$ cat config.mk
export PLATFORM = sky130hd
export DESIGN_NAME = time_keeper
export DESIGN_NICKNAME = d
export VERILOG_FILES = /design/src/rtl/time_keeper.sv
export SDC_FILE = /design/constraint.sdc
export NUM_CORES = 1
export LEC_CHECK = 0
export BUFFER_PORTS_ARGS = -buffer_cell sky130_fd_sc_hd__buf_4
export CORE_MARGIN = 8
export CORE_UTILIZATION = 55
export CTS_CLUSTER_SIZE = 24
export DETAILED_ROUTE_END_ITERATION = 8
export PLACE_DENSITY = 0.77
export REMOVE_ABC_BUFFERS = 1
export SLEW_MARGIN = 20
export SYNTH_ARGS = -nofsm -noshare
export SYNTH_HDL_FRONTEND = slang
export SYNTH_SLANG_ARGS = --single-unit
$ cat constraint.sdc
create_clock -name CLK -period 2.9 [get_ports CLK]
set_input_delay 0.725 -clock CLK [delete_from_list [all_inputs] [get_ports CLK]]
set_output_delay 0.725 -clock CLK [all_outputs]
set_load 0.02 [all_outputs]
$ cat src/rtl/time_keeper.sv
// 12-hour time-of-day counter with a 1 Hz prescaler and a front-panel set mode.
// SET_FIELD selects the field that SW_F2 edits; SW_F1 moves to the next field.
module time_keeper #(
    parameter int TICK_DIV = 1000
) (
    input  logic       CLK,
    input  logic       RST,
    input  logic       TIMESET_RUN,
    input  logic       SW_F1,
    input  logic       SW_F2,
    output logic       AMPM,
    output logic [3:0] HOUR,
    output logic [2:0] MINHIGH,
    output logic [3:0] MINLOW,
    output logic [2:0] SECHIGH,
    output logic [3:0] SECLOW,
    output logic       MIN_TICK,
    output logic [1:0] SET_FIELD
);

    typedef enum logic [1:0] {
        ST_RUN  = 2'd0,
        ST_HOUR = 2'd1,
        ST_MIN  = 2'd2,
        ST_AMPM = 2'd3
    } field_e;

    localparam int PW = (TICK_DIV > 1) ? $clog2(TICK_DIV) : 1;
    localparam logic [PW-1:0] PRESC_MAX = PW'(TICK_DIV - 1);

    field_e          state_r, state_nx_s;
    logic [PW-1:0]   presc_r, presc_nx_s;
    logic            ampm_r, ampm_nx_s;
    logic [3:0]      hour_r, hour_nx_s;
    logic [2:0]      min_high_r, min_high_nx_s;
    logic [3:0]      min_low_r, min_low_nx_s;
    logic [2:0]      sec_high_r, sec_high_nx_s;
    logic [3:0]      sec_low_r, sec_low_nx_s;
    logic            min_tick_r, min_tick_nx_s;
    logic            sw_f1_d_r, sw_f2_d_r;
    logic            rise_f1_s, rise_f2_s;

    // Hour counts 1..12; 12 wraps to 1.
    function automatic logic [3:0] hour_inc(input logic [3:0] h);
        if (h == 4'd12) begin
            return 4'd1;
        end else begin
            return h + 4'd1;
        end
    endfunction

    assign rise_f1_s = SW_F1 & ~sw_f1_d_r;
    assign rise_f2_s = SW_F2 & ~sw_f2_d_r;

    // FSM state register
    always_ff @(posedge CLK) begin
        if (RST) begin
            state_r <= ST_RUN;
        end else begin
            state_r <= state_nx_s;
        end
    end

    // Next state, prescaler, time chain and set-mode edits
    always_comb begin
        state_nx_s    = state_r;
        presc_nx_s    = presc_r;
        ampm_nx_s     = ampm_r;
        hour_nx_s     = hour_r;
        min_high_nx_s = min_high_r;
        min_low_nx_s  = min_low_r;
        sec_high_nx_s = sec_high_r;
        sec_low_nx_s  = sec_low_r;
        min_tick_nx_s = 1'b0;
        case (state_r)
            ST_RUN: begin
                if (TIMESET_RUN) begin
                    state_nx_s = ST_HOUR;
                end else begin
                    state_nx_s = ST_RUN;
                end
                if (presc_r == PRESC_MAX) begin
                    presc_nx_s = '0;
                    if (sec_low_r == 4'd9) begin
                        sec_low_nx_s = 4'd0;
                        if (sec_high_r == 3'd5) begin
                            sec_high_nx_s = 3'd0;
                            min_tick_nx_s = 1'b1;
                            if (min_low_r == 4'd9) begin
                                min_low_nx_s = 4'd0;
                                if (min_high_r == 3'd5) begin
                                    min_high_nx_s = 3'd0;
                                    hour_nx_s     = hour_inc(hour_r);
                                    if (hour_r == 4'd11) begin
                                        ampm_nx_s = ~ampm_r;
                                    end else begin
                                        ampm_nx_s = ampm_r;
                                    end
                                end else begin
                                    min_high_nx_s = min_high_r + 3'd1;
                                end
                            end else begin
                                min_low_nx_s = min_low_r + 4'd1;
                            end
                        end else begin
                            sec_high_nx_s = sec_high_r + 3'd1;
                        end
                    end else begin
                        sec_low_nx_s = sec_low_r + 4'd1;
                    end
                end else begin
                    presc_nx_s = presc_r + PW'(1);
                end
            end
            ST_HOUR, ST_MIN, ST_AMPM: begin
                presc_nx_s = '0;
                if (!TIMESET_RUN) begin
                    // Leaving set mode restarts the current minute from :00.
                    state_nx_s    = ST_RUN;
                    sec_high_nx_s = 3'd0;
                    sec_low_nx_s  = 4'd0;
                end else begin
                    if (rise_f2_s) begin
                        case (state_r)
                            ST_HOUR: hour_nx_s = hour_inc(hour_r);
                            ST_MIN: begin
                                if (min_low_r == 4'd9) begin
                                    min_low_nx_s = 4'd0;
                                    if (min_high_r == 3'd5) begin
                                        min_high_nx_s = 3'd0;
                                    end else begin
                                        min_high_nx_s = min_high_r + 3'd1;
                                    end
                                end else begin
                                    min_low_nx_s = min_low_r + 4'd1;
                                end
                            end
                            ST_AMPM: ampm_nx_s = ~ampm_r;
                            default: ampm_nx_s = ampm_r;
                        endcase
                    end else begin
                        hour_nx_s = hour_r;
                    end
                    if (rise_f1_s) begin
                        case (state_r)
                            ST_HOUR: state_nx_s = ST_MIN;
                            ST_MIN:  state_nx_s = ST_AMPM;
                            default: state_nx_s = ST_HOUR;
                        endcase
                    end else begin
                        state_nx_s = state_r;
                    end
                end
            end
            default: begin
                state_nx_s = ST_RUN;
            end
        endcase
    end

    // Time, prescaler, minute pulse and switch history registers
    always_ff @(posedge CLK) begin
        if (RST) begin
            presc_r    <= '0;
            ampm_r     <= 1'b0;
            hour_r     <= 4'd12;
            min_high_r <= 3'd0;
            min_low_r  <= 4'd0;
            sec_high_r <= 3'd0;
            sec_low_r  <= 4'd0;
            min_tick_r <= 1'b0;
            sw_f1_d_r  <= 1'b0;
            sw_f2_d_r  <= 1'b0;
        end else begin
            presc_r    <= presc_nx_s;
            ampm_r     <= ampm_nx_s;
            hour_r     <= hour_nx_s;
            min_high_r <= min_high_nx_s;
            min_low_r  <= min_low_nx_s;
            sec_high_r <= sec_high_nx_s;
            sec_low_r  <= sec_low_nx_s;
            min_tick_r <= min_tick_nx_s;
            sw_f1_d_r  <= SW_F1;
            sw_f2_d_r  <= SW_F2;
        end
    end

    assign AMPM      = ampm_r;
    assign HOUR      = hour_r;
    assign MINHIGH   = min_high_r;
    assign MINLOW    = min_low_r;
    assign SECHIGH   = sec_high_r;
    assign SECLOW    = sec_low_r;
    assign MIN_TICK  = min_tick_r;
    assign SET_FIELD = state_r;

endmodule

==> impl_metrics.py <==
metrics = {
    "cells_and_area": {
        "final_cell_mix": "dfxtp_1, nor2_1, buf_4",
        "synthToLayoutAreaGrowth_pct": 17.4,
        "final_nets": 247,
        "drive_above_1_share_pct": 16.4,
        "fin_util_pct": 67.4,
        "layout_commonest_cell": "dfxtp_1",
        "antennaDiodeCount": 0,
    },
    "worst_setup_path": {
        "criticalPathCategory": "register to register",
        "worstPathArrival_ps": 2620,
        "cpPeakStageDelay_ps": 590,
        "critPathSlowestCell": "nor4_1",
        "cp-end-kind": "register",
        "start_kind": "register",
        "required_ps": 3170,
        "crit_family": "simple AND/OR/NAND/NOR gates",
        "worstPathBufferInverterCount": 0,
        "cp_max_fo": 8,
        "crit_chain": "ha_1 -> nand3b_1 -> nor4_1 -> nor2_1 -> or4b_1 -> a21oi_1",
    },
    "grt": {
        "grt_start_max_net_pins": 26,
        "grt_pass1_vias": 1516,
        "gr-usage-all-layers_pct": 15.1,
        "grt.overflow.total": 0,
        "grt_pass1_wl_um": 6310,
        "grt_antenna_before_repair": 0,
    },
    "power": {
        "switching_share_pct": 27.8,
        "sequentialPowerShare_pct": 55.6,
        "combPwrFrac_pct": 13.4,
        "pwr-share-clk_pct": 31.0,
        "cellPowerDensity_nw_per_um2": 441,
        "p_leak_nw": 0.806,
        "internal-power_uw": 649,
        "ir_drop_mv": 0.258,
        "power.switching_uw": 250,
        "fin_total_pwr_uw": 899,
    },
    "placement": {
        "dp_hpwl_um": 2770,
        "port_buffers": 26,
        "gp_congestion": 0.823,
    },
    "route": {
        "wl_met1_um": 1680,
        "wl_met3_um": 175,
        "drt_iter0_drc": 78,
        "wl_per_cell_um": 13.3,
        "highest_layer": "met4",
        "viasPerCell": 5.54,
        "wl_met2_um": 1750,
        "antenna_left": 0,
        "num_vias": 1528,
        "drtPass1Iterations": 4,
        "drc": 0,
        "finalWirelength_um": 3670,
    },
    "flow_run": {
        "cap_violations": 0,
    },
    "die": {
        "dieWidth_um": 72.2,
        "die_area_um2": 5210,
        "rows": 20,
        "design.core.area_um2": 3030,
        "die_h_um": 72.2,
        "initial_core_util_pct": 57.4,
        "ios": 27,
    },
    "clock_network": {
        "clk_pin_slew_worst_paths_ps": 110,
        "clock_latency_ps": 340,
        "numCtsBuffers": 5,
        "cts_tree": "done",
        "cts_resized": 0,
        "hold_buffers": 0,
        "clock-sinks": 34,
        "cts_max_path_buffers": 2,
        "post_cts_buffers": 0,
        "htree_levels": 2,
        "cts-root-buf": "clkbuf_4",
    },
    "timing": {
        "finalHoldViolCount": 0,
        "worst_pin_slew_ps": 671,
        "slew_headroom_pct": 54.9,
        "fin_setup_tns_ps": 0,
        "fin_crit_sh_pct": 80.9,
        "period_needed_ps": 2350,
        "drv_slew": 0,
        "setup_violations": 0,
        "whs_ps": 483,
        "skew_ps": 11.1,
        "rsz0062_at_grt": "false",
        "fmax_mhz": 426,
    },
    "worst_hold_path": {
        "min_path_type": "register to register",
    },
    "yosys": {
        "yosysSeqAreaShare_pct": 39.2,
        "ys_ff_latch": 34,
        "avgSynthCellArea_um2": 8.64,
        "yosysUniqueCellTypes": 39,
        "synth-main-ff-cell": "dfxtp_1",
        "synthesis.area_um2": 1740,
        "syn-instance-count": 201,
        "async_flop_share_pct": 0,
        "yosysWarnings": 0,
        "synth-edff-count": 0,
    },
    "status": {
        "status": "complete, no violations",
    },
}
-- flip-flops by register name, indices dropped and copies added (netlist names) --
signal / flops
SECLOW: 4
sw_f2_d_r: 1
AMPM: 1
sw_f1_d_r: 1
SET_FIELD: 2
MINHIGH: 3
SECHIGH: 3
MIN_TICK: 1
presc_r: 10
HOUR: 4
MINLOW: 4
-- power by group through the flow --
stage / sequential (mW) / clock, mW / combinational, mW
finish: 0.500 / 0.279 / 0.120
global route: 0.503 / 0.303 / 0.134
CTS: 0.500 / 0.285 / 0.121
detailed placement: 0.510 / 0 / 0.120
global placement: 0.509 / 0 / 0.117
floorplan: 0.520 / 0 / 0.0645
-- per-stage QoR --
stage	std cells	setup WS, ps	instance area, µm²
finish	276	553	2040
global route	276	416	2040
CTS	276	583	2040
detailed placement	268	563	1980
global placement	268	598	1980
floorplan	197	726	1720
-- cell type report --
type / instances / area (µm²)
clock buffers: 7 / 55.1
clock inverters: 1 / 5.00
fillers: 261 / 988
inverters: 14 / 52.6
multi-input cells: 149 / 988
flip-flops and latches: 34 / 681
well taps: 44 / 55.1
repair buffers: 27 / 203
-- cell usage after synthesis (3+ instances only) --
cell type,number,share of area (%)
a211oi_1,3,1.3
a21oi_1,12,3.5
clkbuf_1,4,0.86
dfxtp_1,34,39
ha_1,11,7.9
inv_1,14,3.0
mux2i_1,5,2.9
nand2_1,10,2.2
nand3_1,11,3.2
nand3b_1,4,1.7
nor2_1,31,6.7
nor2b_1,5,1.8
nor3_1,4,1.2
nor4_1,3,1.1
o21ai_0,5,1.4
o311ai_0,3,1.5
o41ai_1,3,1.5
or4_1,4,1.7
xnor2_1,6,3.0
xor2_1,4,2.0
-- per-layer routing --
metal | track usage [%] | vias to the layer above
li1 | - | 774
met4 | 7.48 | 0
met5 | 0 | -
met3 | 5.10 | 8
met1 | 16.4 | 721
met2 | 25.5 | 25
-- cell families after synthesis --
logic type               Yosys count  share of synthesized area [%]
adder cells (fa/ha/maj)           11                           7.92
AO/OA/AOI/OAI                     37                           14.3
XOR/XNOR                          10                           5.04
buffers and inverters             18                           3.89
flip-flops                        34                           39.2
AND/OR/NAND/NOR                   84                           25.4
multiplexers                       7                           4.18
-- final timing paths --
path,from,endpoint,slack [ps],cells after the start
min,presc_r[0],presc_r[0],480,1
max reg2reg,presc_r[0],MINHIGH[2],550,6
max,presc_r[0],MINHIGH[2],550,6
min reg2reg,presc_r[0],presc_r[0],480,1
Power figures use the tool's default switching activity.
